$ cat config.mk
export PLATFORM = sky130hd
export DESIGN_NAME = mem_ctrl
export DESIGN_NICKNAME = d
export VERILOG_FILES = /design/src/rtl/mem_ctrl.sv
export SDC_FILE = /design/constraint.sdc
export NUM_CORES = 1
export LEC_CHECK = 0
export BUFFER_PORTS_ARGS = -buffer_cell sky130_fd_sc_hd__buf_2
export CAP_MARGIN = 5
export CORE_UTILIZATION = 50
export DETAILED_ROUTE_END_ITERATION = 8
export PLACE_DENSITY = 0.85
export SETUP_SLACK_MARGIN = 0.5
export SLEW_MARGIN = 20
export SYNTH_ARGS = -nofsm -noshare
export SYNTH_HDL_FRONTEND = slang
export SYNTH_SLANG_ARGS = --single-unit
export TNS_END_PERCENT = 1
$ cat constraint.sdc
create_clock -name i_clk -period 4.35 [get_ports i_clk]
set_input_delay 0.6525 -clock i_clk [delete_from_list [all_inputs] [get_ports i_clk]]
set_output_delay 0.6525 -clock i_clk [all_outputs]
set_load 0.1 [all_outputs]
$ cat src/rtl/mem_ctrl.sv
// mem_ctrl: single-outstanding request sequencer between the pipeline memory
// stage and the DRAM block. It accepts one load or store per handshake, drives
// a one-cycle RD/WR strobe, waits a fixed access latency and then returns load
// data or a store acknowledge. Every output comes straight from a flop.
module mem_ctrl #(
    parameter int unsigned LATENCY = 2
) (
    input  logic        i_clk,
    input  logic        i_rst,
    input  logic        i_req_valid,
    input  logic        i_req_write,
    input  logic [15:0] i_req_addr,
    input  logic [15:0] i_req_data,
    output logic        o_req_ready,
    output logic        o_resp_valid,
    output logic [15:0] o_resp_data,
    output logic [15:0] o_mem_addr,
    output logic [15:0] o_mem_data_in,
    output logic        o_mem_rd,
    output logic        o_mem_wr,
    input  logic [15:0] i_mem_data_out
);

    localparam int unsigned AW = 16;
    localparam int unsigned DW = 16;
    localparam int unsigned CW = 4;

    typedef enum logic [1:0] {
        S_IDLE  = 2'd0,
        S_ISSUE = 2'd1,
        S_WAIT  = 2'd2,
        S_DONE  = 2'd3
    } state_t;

    state_t          r_state;
    state_t          w_state_next;
    logic            w_accept;
    logic            w_cnt_zero;
    logic            w_capture;
    logic [CW-1:0]   r_cnt;
    logic            r_wr;
    logic            r_req_ready;
    logic            r_resp_valid;
    logic [DW-1:0]   r_resp_data;
    logic [AW-1:0]   r_mem_addr;
    logic [DW-1:0]   r_mem_data_in;
    logic            r_mem_rd;
    logic            r_mem_wr;

    // State register.
    always_ff @(posedge i_clk or posedge i_rst) begin
        if (i_rst) begin
            r_state <= S_IDLE;
        end else begin
            r_state <= w_state_next;
        end
    end

    // Next-state decode; a handshake is only possible while idle, so a request
    // presented during an access simply waits for the controller to return.
    always_comb begin
        w_state_next = r_state;
        w_accept     = 1'b0;
        w_cnt_zero   = (r_cnt == CW'(0));
        w_capture    = 1'b0;
        case (r_state)
            S_IDLE: begin
                if (i_req_valid) begin
                    w_accept     = 1'b1;
                    w_state_next = S_ISSUE;
                end
            end
            S_ISSUE: begin
                w_state_next = S_WAIT;
            end
            S_WAIT: begin
                if (w_cnt_zero) begin
                    w_capture    = ~r_wr;
                    w_state_next = S_DONE;
                end
            end
            S_DONE: begin
                w_state_next = S_IDLE;
            end
            default: begin
                w_state_next = S_IDLE;
            end
        endcase
    end

    // Handshake and response flags, registered from the next state so they
    // line up with the state they describe.
    always_ff @(posedge i_clk or posedge i_rst) begin
        if (i_rst) begin
            r_req_ready  <= 1'b1;
            r_resp_valid <= 1'b0;
        end else begin
            r_req_ready  <= (w_state_next == S_IDLE);
            r_resp_valid <= (w_state_next == S_DONE);
        end
    end

    // Request capture; address and store data stay put until the next accept.
    always_ff @(posedge i_clk or posedge i_rst) begin
        if (i_rst) begin
            r_mem_addr    <= AW'(0);
            r_mem_data_in <= DW'(0);
            r_wr          <= 1'b0;
        end else if (w_accept) begin
            r_mem_addr <= i_req_addr;
            r_wr       <= i_req_write;
            if (i_req_write) begin
                r_mem_data_in <= i_req_data;
            end
        end
    end

    // DRAM strobes: high for exactly the ISSUE cycle of each access.
    always_ff @(posedge i_clk or posedge i_rst) begin
        if (i_rst) begin
            r_mem_rd <= 1'b0;
            r_mem_wr <= 1'b0;
        end else begin
            r_mem_rd <= w_accept & ~i_req_write;
            r_mem_wr <= w_accept & i_req_write;
        end
    end

    // Access-window counter: loaded in ISSUE, counts down through WAIT, parks at 0.
    always_ff @(posedge i_clk or posedge i_rst) begin
        if (i_rst) begin
            r_cnt <= CW'(0);
        end else if (r_state == S_ISSUE) begin
            r_cnt <= CW'(LATENCY - 1);
        end else if ((r_state == S_WAIT) && !w_cnt_zero) begin
            r_cnt <= r_cnt - CW'(1);
        end
    end

    // Load data capture on the final WAIT edge; stores leave it untouched.
    always_ff @(posedge i_clk or posedge i_rst) begin
        if (i_rst) begin
            r_resp_data <= DW'(0);
        end else if (w_capture) begin
            r_resp_data <= i_mem_data_out;
        end
    end

    assign o_req_ready   = r_req_ready;
    assign o_resp_valid  = r_resp_valid;
    assign o_resp_data   = r_resp_data;
    assign o_mem_addr    = r_mem_addr;
    assign o_mem_data_in = r_mem_data_in;
    assign o_mem_rd      = r_mem_rd;
    assign o_mem_wr      = r_mem_wr;

endmodule

==> impl_metrics.env, run 1 <==
export IMPL_status="finished, final reports clean"
export IMPL_die_w_um=70.9
export IMPL_antenna_found_initial=0
export IMPL_die_y_um=70.9
export IMPL_port_buffers=103
export IMPL_holdBufCountCts=0
export IMPL_cts_buffers=9
export IMPL_cp_num_buf_inv=1
export IMPL_slowest_delay_ns=0.51
export IMPL_cp_max_fo=1
export IMPL_cts_root_buf="clkbuf_8"
export IMPL_core_area_um2=4440
export IMPL_gr_usage_all_layers_pct=20.7
export IMPL_syn_area_per_cell_um2=15.8
export IMPL_min_period_ns=1.89
export IMPL_drc=0
export IMPL_yosysSeqAreaShare_pct=62.3
export IMPL_maxCapViolCount=0
export IMPL_dp_cells=302
export IMPL_grt_start_max_net_pins=60
export IMPL_post_cts_repair_setup_buffers=0
export IMPL_cp_end_kind="primary output"
export IMPL_top_usage_layer="met2"
export IMPL_finalHoldViolCount=0
export IMPL_clk_path_buf_depth=2
export IMPL_drive_above_1_share_pct=65.4
export IMPL_ys_warn_count=0
export IMPL_cp_slowest_cell="dfstp_2"
export IMPL_grt_pass1_wl_um=7660
export IMPL_synthesis_area_um2=2370
export IMPL_synth_top_area_share_pct=61.1
export IMPL_grt_use_met2_pct=34.6
export IMPL_final_nets=319
export IMPL_diodes=0
export IMPL_cp_required_ns=3.70
export IMPL_syn_num_nets=208
export IMPL_routed_wl_um=4690
export IMPL_dp_worst_setup_slack_ns=2.50
export IMPL_cp_arrival_ns=1.23
export IMPL_clk_insertion_delay_late_ns=0.32
export IMPL_crit_type="flop to primary output"
export IMPL_htree_levels=3
export IMPL_hold_class="flop to flop"
export IMPL_num_rows=24
export IMPL_skew_ns=0.00526
export IMPL_cp_top_family="flip-flops"
export IMPL_area_growth_pct=31.6
export IMPL_dr_pass1_iters=6
export IMPL_setup_viol_count_final=0
export IMPL_cts_sinks=59
export IMPL_grt_ovfl_total=0
export IMPL_use_met3_pct=6.84
export IMPL_ant_nets=0
export IMPL_num_vias=1545
export IMPL_place_congestion=0.716
export IMPL_fin_ws_ns=2.46
export IMPL_routedWlPerCell_um=14.8
export IMPL_detail_route_iter0_violations=76
export IMPL_io_pins=104
export IMPL_clk_pin_slew_ns=0.06
export IMPL_fin_cells=318
export IMPL_dieArea_um2=5030
export IMPL_synth_cell_types=26
export IMPL_final_max_slew_viol_count=0
export IMPL_grt_pass1_vias=1592
export IMPL_final_util_pct=70.3
export IMPL_viasPerCell=4.86
export IMPL_maxSlewHeadroom_pct=52.7
export IMPL_period_share_pct=43.4
export IMPL_start_util_pct=53.4
export IMPL_dp_hpwl_um=3470
export IMPL_tritoncts="built"
export IMPL_worst_pin_slew_ns=0.707
export IMPL_synth_largest_area_cell="dfrtp_1"
export IMPL_tns_ns=0
export IMPL_cp_cell_sequence="buf_2"
export IMPL_syn_inst=150
export IMPL_max_freq_ghz=0.530
export IMPL_grt_use_met1_pct=24.4
export IMPL_start_kind="flop"
export IMPL_synth_area_leaders="dfrtp_1, mux2_2, mux2_4, ha_1, dfstp_2"
export IMPL_ys_seq_elements=59
export IMPL_cts_resized=0
export IMPL_rsz0062_at_grt="no"
kinds of logic (layout without fill, tap and decap cells):
family | count (synthesis) | count (layout) | share of synthesized area [%]
flops | 59 | 59 | 62.3
simple gates | 20 | 20 | 5.90
mux | 48 | 48 | 24.4
compound gates | 6 | 6 | 2.00
buf+inv | 11 | 127 | 2.32
fa+ha+maj | 6 | 6 | 3.16
layout make-up:
type                       instances  area [um2]
clock buffer                      15         186
multi-input combinational         80         841
fill                             336        1320
sequential                        59        1480
inverter                           7        26.3
clock inverter                     1        5.00
timing repair buffer             104         523
tap                               52        65.1
Yosys cell counts:
library cell  instances
a211oi_2              1
a21o_1                1
a21oi_1               2
a311oi_1              1
a31o_2                1
and2_1                1
buf_2                 2
buf_4                 1
buf_6                 1
dfrtp_1              58
dfstp_2               1
ha_1                  6
inv_1                 7
mux2_2               38
mux2_4               10
nand2_1               5
nand3_1               2
nand3_2               1
nand3b_4              1
nor2_1                4
nor3b_1               1
nor3b_4               1
nor4_1                1
or3_1                 1
or3b_4                1
or4b_1                1
stage by stage:
step                hold WS (ns)  area, um2
finish                     0.494       3120
global route               0.500       3120
CTS                        0.502       3120
detailed placement         0.487       2930
global placement           0.483       2930
floorplan                  0.448       2370
flip-flops by register name (all words and copies together) (netlist names):
signal,count
o_mem_addr,16
o_mem_data_in,16
o_mem_rd,1
o_mem_wr,1
o_req_ready,1
o_resp_data,16
o_resp_valid,1
r_cnt,4
r_state,2
r_wr,1
final timing paths:
kind	from	endpoint	slack [ns]	depth (start not counted)
worst max-delay path	o_req_ready	o_req_ready	2.46	1
worst min-delay path	r_wr	r_wr	0.49	2
worst max register to register	r_state[0]	o_mem_addr[10]	2.56	4
worst min register to register	r_wr	r_wr	0.49	2
max in group asynchronous	i_rst	o_mem_addr[7]	3.36	3
min in group asynchronous	i_rst	o_mem_data_in[3]	0.53	3
per-layer routing:
layer  part of all wire (%)  vias to the layer above
met1                     41                      761
met5                      0                        -
met4                   0.72                        0
met2                     55                       38
li1                       -                      744
met3                    3.6                        2
layout by cell type, fill, tap and decap left out, drive strengths merged:
cell type    n
a31o         1
or3          1
and2         1
nor2         4
clkinv       1
dfrtp       58
dfstp        1
nand2        5
a211oi       1
nand3        3
ha           6
a21oi        2
buf        104
nand3b       1
or4b         1
mux2        48
inv          7
a311oi       1
a21o         1
or3b         1
clkbuf      15
nor4         1
nor3b        2
Power of run 1 is left out: the tool's default activity adds up to more than one toggle a clock period on the data nets, which glitch-free logic cannot reach.
==> run 2: changes to the inputs <==
--- a/config.mk
+++ b/config.mk
@@ -5,11 +5,12 @@
 export SDC_FILE = /design/constraint.sdc
 export NUM_CORES = 1
 export LEC_CHECK = 0
+export ABC_AREA = 1
 export BUFFER_PORTS_ARGS = -buffer_cell sky130_fd_sc_hd__buf_2
 export CAP_MARGIN = 5
-export CORE_UTILIZATION = 50
+export CORE_UTILIZATION = 43
 export DETAILED_ROUTE_END_ITERATION = 8
-export PLACE_DENSITY = 0.85
+export PLACE_DENSITY = 0.77
 export SETUP_SLACK_MARGIN = 0.5
 export SLEW_MARGIN = 20
 export SYNTH_ARGS = -nofsm -noshare
==> constraint.sdc (replaced) <==
create_clock -name i_clk -period 1.6 [get_ports i_clk]
set_input_delay 0.24 -clock i_clk [delete_from_list [all_inputs] [get_ports i_clk]]
set_output_delay 0.24 -clock i_clk [all_outputs]
set_load 0.1 [all_outputs]
==> run 2 against run 1 <==
Against the previous run: wire length is 16% higher; non-clock buffer count increased by 8; die area up 20%; sequential share of layout area down 6.2 points; sequential cell count stayed put; design area increased by 15%; synthesized cell count grew 75%; worst hold slack got worse by 0.39 ns; highest routed layer unchanged.
==> impl_metrics.env, run 2 <==
export IMPL_grt_pass1_vias=1964
export IMPL_r2r_setup_slack_ns=0.36
export IMPL_syn_inst=262
export IMPL_layout_cells_most_common="nand2_1"
export IMPL_htree_levels=3
export IMPL_cp_max_fo=1
export IMPL_die_y_um=77.7
export IMPL_num_vias=2061
export IMPL_synthArstFlopShare_pct=100
export IMPL_io_pins=104
export IMPL_synthesis_area_um2=2460
export IMPL_cp_num_buf_inv=1
export IMPL_cts_root_buf="clkbuf_8"
export IMPL_crit_start="o_req_ready"
export IMPL_rsz0062_at_grt="yes"
export IMPL_diodes=0
export IMPL_grt_pass1_wl_um=8980
export IMPL_skew_ns=0.00874
export IMPL_clk_path_buf_depth=2
export IMPL_tritoncts="built"
export IMPL_die_w_um=77.7
export IMPL_synth_edf_count=0
export IMPL_slowest_delay_ns=0.55
export IMPL_place_congestion=0.769
export IMPL_cp_arrival_ns=1.04
export IMPL_clk_pin_slew_ns=0.07
export IMPL_start_util_pct=44.7
export IMPL_viasPerCell=4.50
export IMPL_tns_ns=0
export IMPL_r2r_end="o_resp_data[7]"
export IMPL_synth_top_area_share_pct=59.0
export IMPL_ys_warn_count=0
export IMPL_synth_cell_types=24
export IMPL_yosysSeqAreaShare_pct=60.0
export IMPL_dr_pass1_iters=5
export IMPL_synth_largest_area_cell="dfrtp_1"
export IMPL_ys_seq_elements=59
export IMPL_syn_num_nets=320
export IMPL_synthFlopType="dfrtp_1"
export IMPL_drc=0
export IMPL_area_growth_pct=46.2
export IMPL_dp_worst_setup_slack_ns=0.186
export IMPL_worst_pin_slew_ns=0.474
export IMPL_max_freq_ghz=0.780
export IMPL_crit_type="flop to primary output"
export IMPL_final_max_slew_viol_count=0
export IMPL_mostFrequentLayoutCells="nand2_1, dfrtp_1, buf_4, buf_2, inv_1"
export IMPL_hold_class="input pin to flop"
export IMPL_cp_top_family="flip-flops"
export IMPL_hold_depth=3
export IMPL_syn_area_per_cell_um2=9.39
export IMPL_detail_route_iter0_violations=108
export IMPL_ant_nets=0
export IMPL_multi_input_area_um2=870
export IMPL_ff_latch_area_um2=1480
export IMPL_cts_buffers=9
export IMPL_cp_required_ns=1.36
export IMPL_num_rows=27
export IMPL_antenna_found_initial=0
export IMPL_holdPathEnd="o_mem_data_in[3]"
export IMPL_reg2reg_depth=6
export IMPL_synth_common_cells="nand2_1, dfrtp_1, inv_1"
export IMPL_setup_viol_count_final=0
export IMPL_min_from="i_req_data[3]"
export IMPL_finalHoldViolCount=0
export IMPL_synth_most_common_cell="nand2_1"
export IMPL_cp_cell_sequence="buf_12"
export IMPL_fin_ws_ns=0.317
export IMPL_cp_end_kind="primary output"
export IMPL_maxSlewHeadroom_pct=68.3
export IMPL_clk_insertion_delay_late_ns=0.33
export IMPL_min_period_ns=1.28
export IMPL_gr_usage_all_layers_pct=19.3
export IMPL_routedWlPerCell_um=11.9
export IMPL_synth_area_leaders="dfrtp_1, nand2_1, inv_1, o21ai_2, ha_1"
export IMPL_final_nets=439
export IMPL_dp_hpwl_um=3550
export IMPL_cts_sinks=59
export IMPL_grt_ovfl_total=0
export IMPL_nFillCells=453
export IMPL_r2r_start="r_state[0]"
export IMPL_maxCapViolCount=0
export IMPL_period_share_pct=80.2
export IMPL_port_buffers=103
export IMPL_drive_above_1_share_pct=39.9
export IMPL_start_kind="flop"
export IMPL_cp_slowest_cell="dfstp_2"
export IMPL_grt_start_max_net_pins=40
export IMPL_routed_wl_um=5460
export IMPL_dieArea_um2=6030
export IMPL_core_area_um2=5510
export IMPL_status="finished, final reports clean"
==> run 2: how the worst max path moves through the flow <==
stage / to / depth (start not counted)
3_3_place_gp: o_mem_data_in[8] / 8
3_5_place_dp: o_mem_data_in[11] / 8
5_1_grt: o_resp_data[12] / 6
4_1_cts: o_req_ready / 1
6_report: o_req_ready / 1
2_1_floorplan: o_mem_data_in[0] / 8
==> run 2: cell type report <==
type	instances	area share [%]
Clock inverter	4	2.64
Sequential cell	59	41.1
Clock buffer	12	4.59
Tap cell	72	2.50
Multi-Input combinational cell	170	24.2
Timing Repair Buffer	112	21.1
Inverter	28	3.58
Timing Repair inverter	1	0.313
==> run 2: cell families after synthesis <==
logic type	count (synthesis)	synth area share (%)
and+or+nand+nor	140	23.6
DFF	59	60.0
buffers and inverters	35	7.22
AOI/OAI and AO/OA	21	5.74
adders and majority gates	6	3.05
xor gates and xnor gates	1	0.356
==> run 2: through the flow <==
stage	instance area, um2	cells	utilization, %	hold WS [ns]
after floorplan	2460	262	-	0.306
after global placement	3040	433	55.3	0.288
after detailed placement	3040	433	55.3	0.298
after CTS	3520	453	63.9	0.0950
after global routing	3600	458	65.3	0.0958
final	3600	458	65.3	0.103
==> run 2: repair_timing <==
| item | CTS | global route |
|---|---|---|
| hold endpoints to repair | 19 | 0 |
| buffers inserted | 3 | 2 |
| hold buffers | 1 | 0 |
| endpoints found under the setup margin | 110 | 149 |
| resized for setup | 66 | 7 |
| gates cloned | 0 | 3 |
| pin swaps | 1 | 1 |
==> run 2: per-layer routing <==
metal / up-vias / global-route usage (%) / part of all wire, %
li1: 1033 / - / -
met1: 946 / 25.0 / 44
met2: 75 / 30.4 / 48
met3: 7 / 6.24 / 6.6
met4: 0 / 6.98 / 1.3
met5: - / 0 / 0
Power of run 2 is left out for the same reason.
==> run 3: changes to the inputs <==
--- a/config.mk
+++ b/config.mk
@@ -5,12 +5,12 @@
 export SDC_FILE = /design/constraint.sdc
 export NUM_CORES = 1
 export LEC_CHECK = 0
-export ABC_AREA = 1
+export ABC_AREA = 0
 export BUFFER_PORTS_ARGS = -buffer_cell sky130_fd_sc_hd__buf_2
 export CAP_MARGIN = 5
-export CORE_UTILIZATION = 43
+export CORE_UTILIZATION = 42
 export DETAILED_ROUTE_END_ITERATION = 8
-export PLACE_DENSITY = 0.77
+export PLACE_DENSITY = 0.76
 export SETUP_SLACK_MARGIN = 0.5
 export SLEW_MARGIN = 20
 export SYNTH_ARGS = -nofsm -noshare
==> constraint.sdc (replaced) <==
create_clock -name i_clk -period 1.15 [get_ports i_clk]
set_input_delay 0.1725 -clock i_clk [delete_from_list [all_inputs] [get_ports i_clk]]
set_output_delay 0.1725 -clock i_clk [all_outputs]
set_load 0.1 [all_outputs]
==> run 3 against run 2 <==
Against the previous run: clock-buffer cell count rose by 1; critical endpoint is now o_resp_data[0]; register-to-register slack got worse by 0.75 ns; worst hold slack got worse by 0.30 ns; design area rose by 17%; the flow now finishes with violations (hold timing, setup timing); final cell count fell by 23%; highest routed layer unchanged; first-iteration DRC count fell by 43%; critical path depth rose by 5.
==> impl_metrics.env, run 3 (synthesized netlist as in run 1, its figures left out) <==
export IMPL_grt_pass1_wl_um=9160
export IMPL_dieArea_um2=5960
export IMPL_hold_class="input pin to async pin"
export IMPL_maxCapViolCount=0
export IMPL_r2r_start="r_cnt[1]"
export IMPL_final_nets=335
export IMPL_crit_type="flop to flop"
export IMPL_num_vias=1726
export IMPL_r2r_setup_slack_ns=-0.39
export IMPL_place_congestion=0.766
export IMPL_die_y_um=77.2
export IMPL_diodes=0
export IMPL_mostFrequentLayoutCells="dfrtp_1, buf_12, buf_2, mux2_2"
export IMPL_dr_pass1_iters=6
export IMPL_worst_pin_slew_ns=0.306
export IMPL_setup_viol_count_final=56
export IMPL_rsz0062_at_grt="yes"
export IMPL_start_util_pct=43.4
export IMPL_violations="hold timing, setup timing"
export IMPL_maxSlewHeadroom_pct=79.6
export IMPL_cp_end_kind="flop"
export IMPL_grt_ovfl_total=0
export IMPL_dp_hpwl_um=4280
export IMPL_fin_ws_ns=-0.392
export IMPL_ant_nets=0
export IMPL_routedWlPerCell_um=16.4
export IMPL_r2r_end="o_resp_data[0]"
export IMPL_io_pins=104
export IMPL_drc=0
export IMPL_start_kind="flop"
export IMPL_die_w_um=77.2
export IMPL_layout_cells_most_common="dfrtp_1"
export IMPL_antenna_found_initial=0
export IMPL_min_period_ns=1.54
export IMPL_port_buffers=103
export IMPL_cp_required_ns=1.37
export IMPL_period_share_pct=134
export IMPL_area_growth_pct=77.2
export IMPL_clk_insertion_delay_late_ns=0.33
export IMPL_grt_start_max_net_pins=24
export IMPL_core_area_um2=5470
export IMPL_routed_wl_um=5780
export IMPL_viasPerCell=4.89
export IMPL_clk_pin_slew_ns=0.06
export IMPL_htree_levels=3
export IMPL_hold_ws_ns=-0.201
export IMPL_finalHoldViolCount=9
export IMPL_reg2reg_depth=6
export IMPL_max_freq_ghz=0.648
export IMPL_cp_max_fo=8
export IMPL_final_max_slew_viol_count=0
export IMPL_cts_buffers=9
export IMPL_fin_cells=353
export IMPL_cts_sinks=59
export IMPL_cts_root_buf="clkbuf_8"
export IMPL_tritoncts="built"
export IMPL_clk_path_buf_depth=2
export IMPL_skew_ns=0.00885
export IMPL_num_rows=27
export IMPL_grt_pass1_vias=1816
export IMPL_drive_above_1_share_pct=73.0
export IMPL_status="finished with violations"
export IMPL_detail_route_iter0_violations=62
export IMPL_gr_usage_all_layers_pct=20.7
export IMPL_dp_cells=336
export IMPL_cp_arrival_ns=1.76
run 3: cell count changes in the layout (fill, tap and decap cells not counted), moves of 9 or more:
cell / before / now
mux2_2: 0 / 37
nand2_1: 127 / 4
buf_12: 3 / 56
buf_4: 55 / 12
inv_1: 22 / 2
mux2_4: 0 / 11
o21ai_2: 9 / 0
run 3: critical path, stage by stage (launching register included):
cell	delay (ns)
dfrtp_1	0.39
inv_2	0.09
ha_4	0.13
nor3b_4	0.22
nand3b_4	0.13
clkbuf_16	0.18
mux2_4	0.29
run 3: layout make-up:
type | count | area (um2)
Inverter | 7 | 30.0
Tap cell | 72 | 90.1
Sequential cell | 59 | 1480
Fill cell | 334 | 1270
Multi-Input combinational cell | 80 | 938
Clock buffer | 13 | 169
Clock inverter | 2 | 10.0
Timing Repair Buffer | 120 | 1490
run 3: worst max path at each step:
stage / slack [ns] / to / startpoint / depth (start not counted)
finish: -0.39 / o_resp_data[0] / r_cnt[1] / 6
global route: -0.46 / o_resp_data[3] / r_cnt[1] / 6
CTS: -0.39 / o_resp_data[3] / r_cnt[1] / 6
detailed placement: -0.38 / o_resp_data[7] / r_cnt[1] / 6
global placement: -0.33 / o_resp_data[9] / r_cnt[1] / 6
floorplan: -0.40 / o_resp_data[0] / r_cnt[0] / 6
run 3: stage by stage:
stage / setup TNS [ns] / worst slack, ns / hold slack [ns] / utilization [%] / instance area [um2]
after global routing: -16.48 / -0.460 / -0.185 / 76.9 / 4210
after global placement: -12.96 / -0.331 / 0.156 / 71.6 / 3920
after CTS: -13.51 / -0.385 / -0.208 / 75.8 / 4150
after detailed placement: -15.15 / -0.377 / 0.155 / 71.6 / 3920
final: -13.23 / -0.392 / -0.201 / 76.9 / 4210
after floorplan: -14.82 / -0.400 / 0.239 / - / 2400
run 3: timing repair:
action / in CTS / in global routing
buffers inserted: 0 / 1
pin swaps: 4 / 2
cloned: 0 / 1
endpoints found under the setup margin: 111 / 111
gates resized for setup: 10 / 6
endpoints found under the hold margin: 9 / 9
run 3: routing by layer:
metal / GRT usage, % / share of wire (%) / vias up
li1: - / - / 777
met1: 23.6 / 36 / 872
met2: 33.9 / 56 / 59
met3: 6.07 / 5.3 / 18
met4: 13.2 / 2.9 / 0
met5: 0 / 0 / -
Power of run 3 is left out for the same reason.
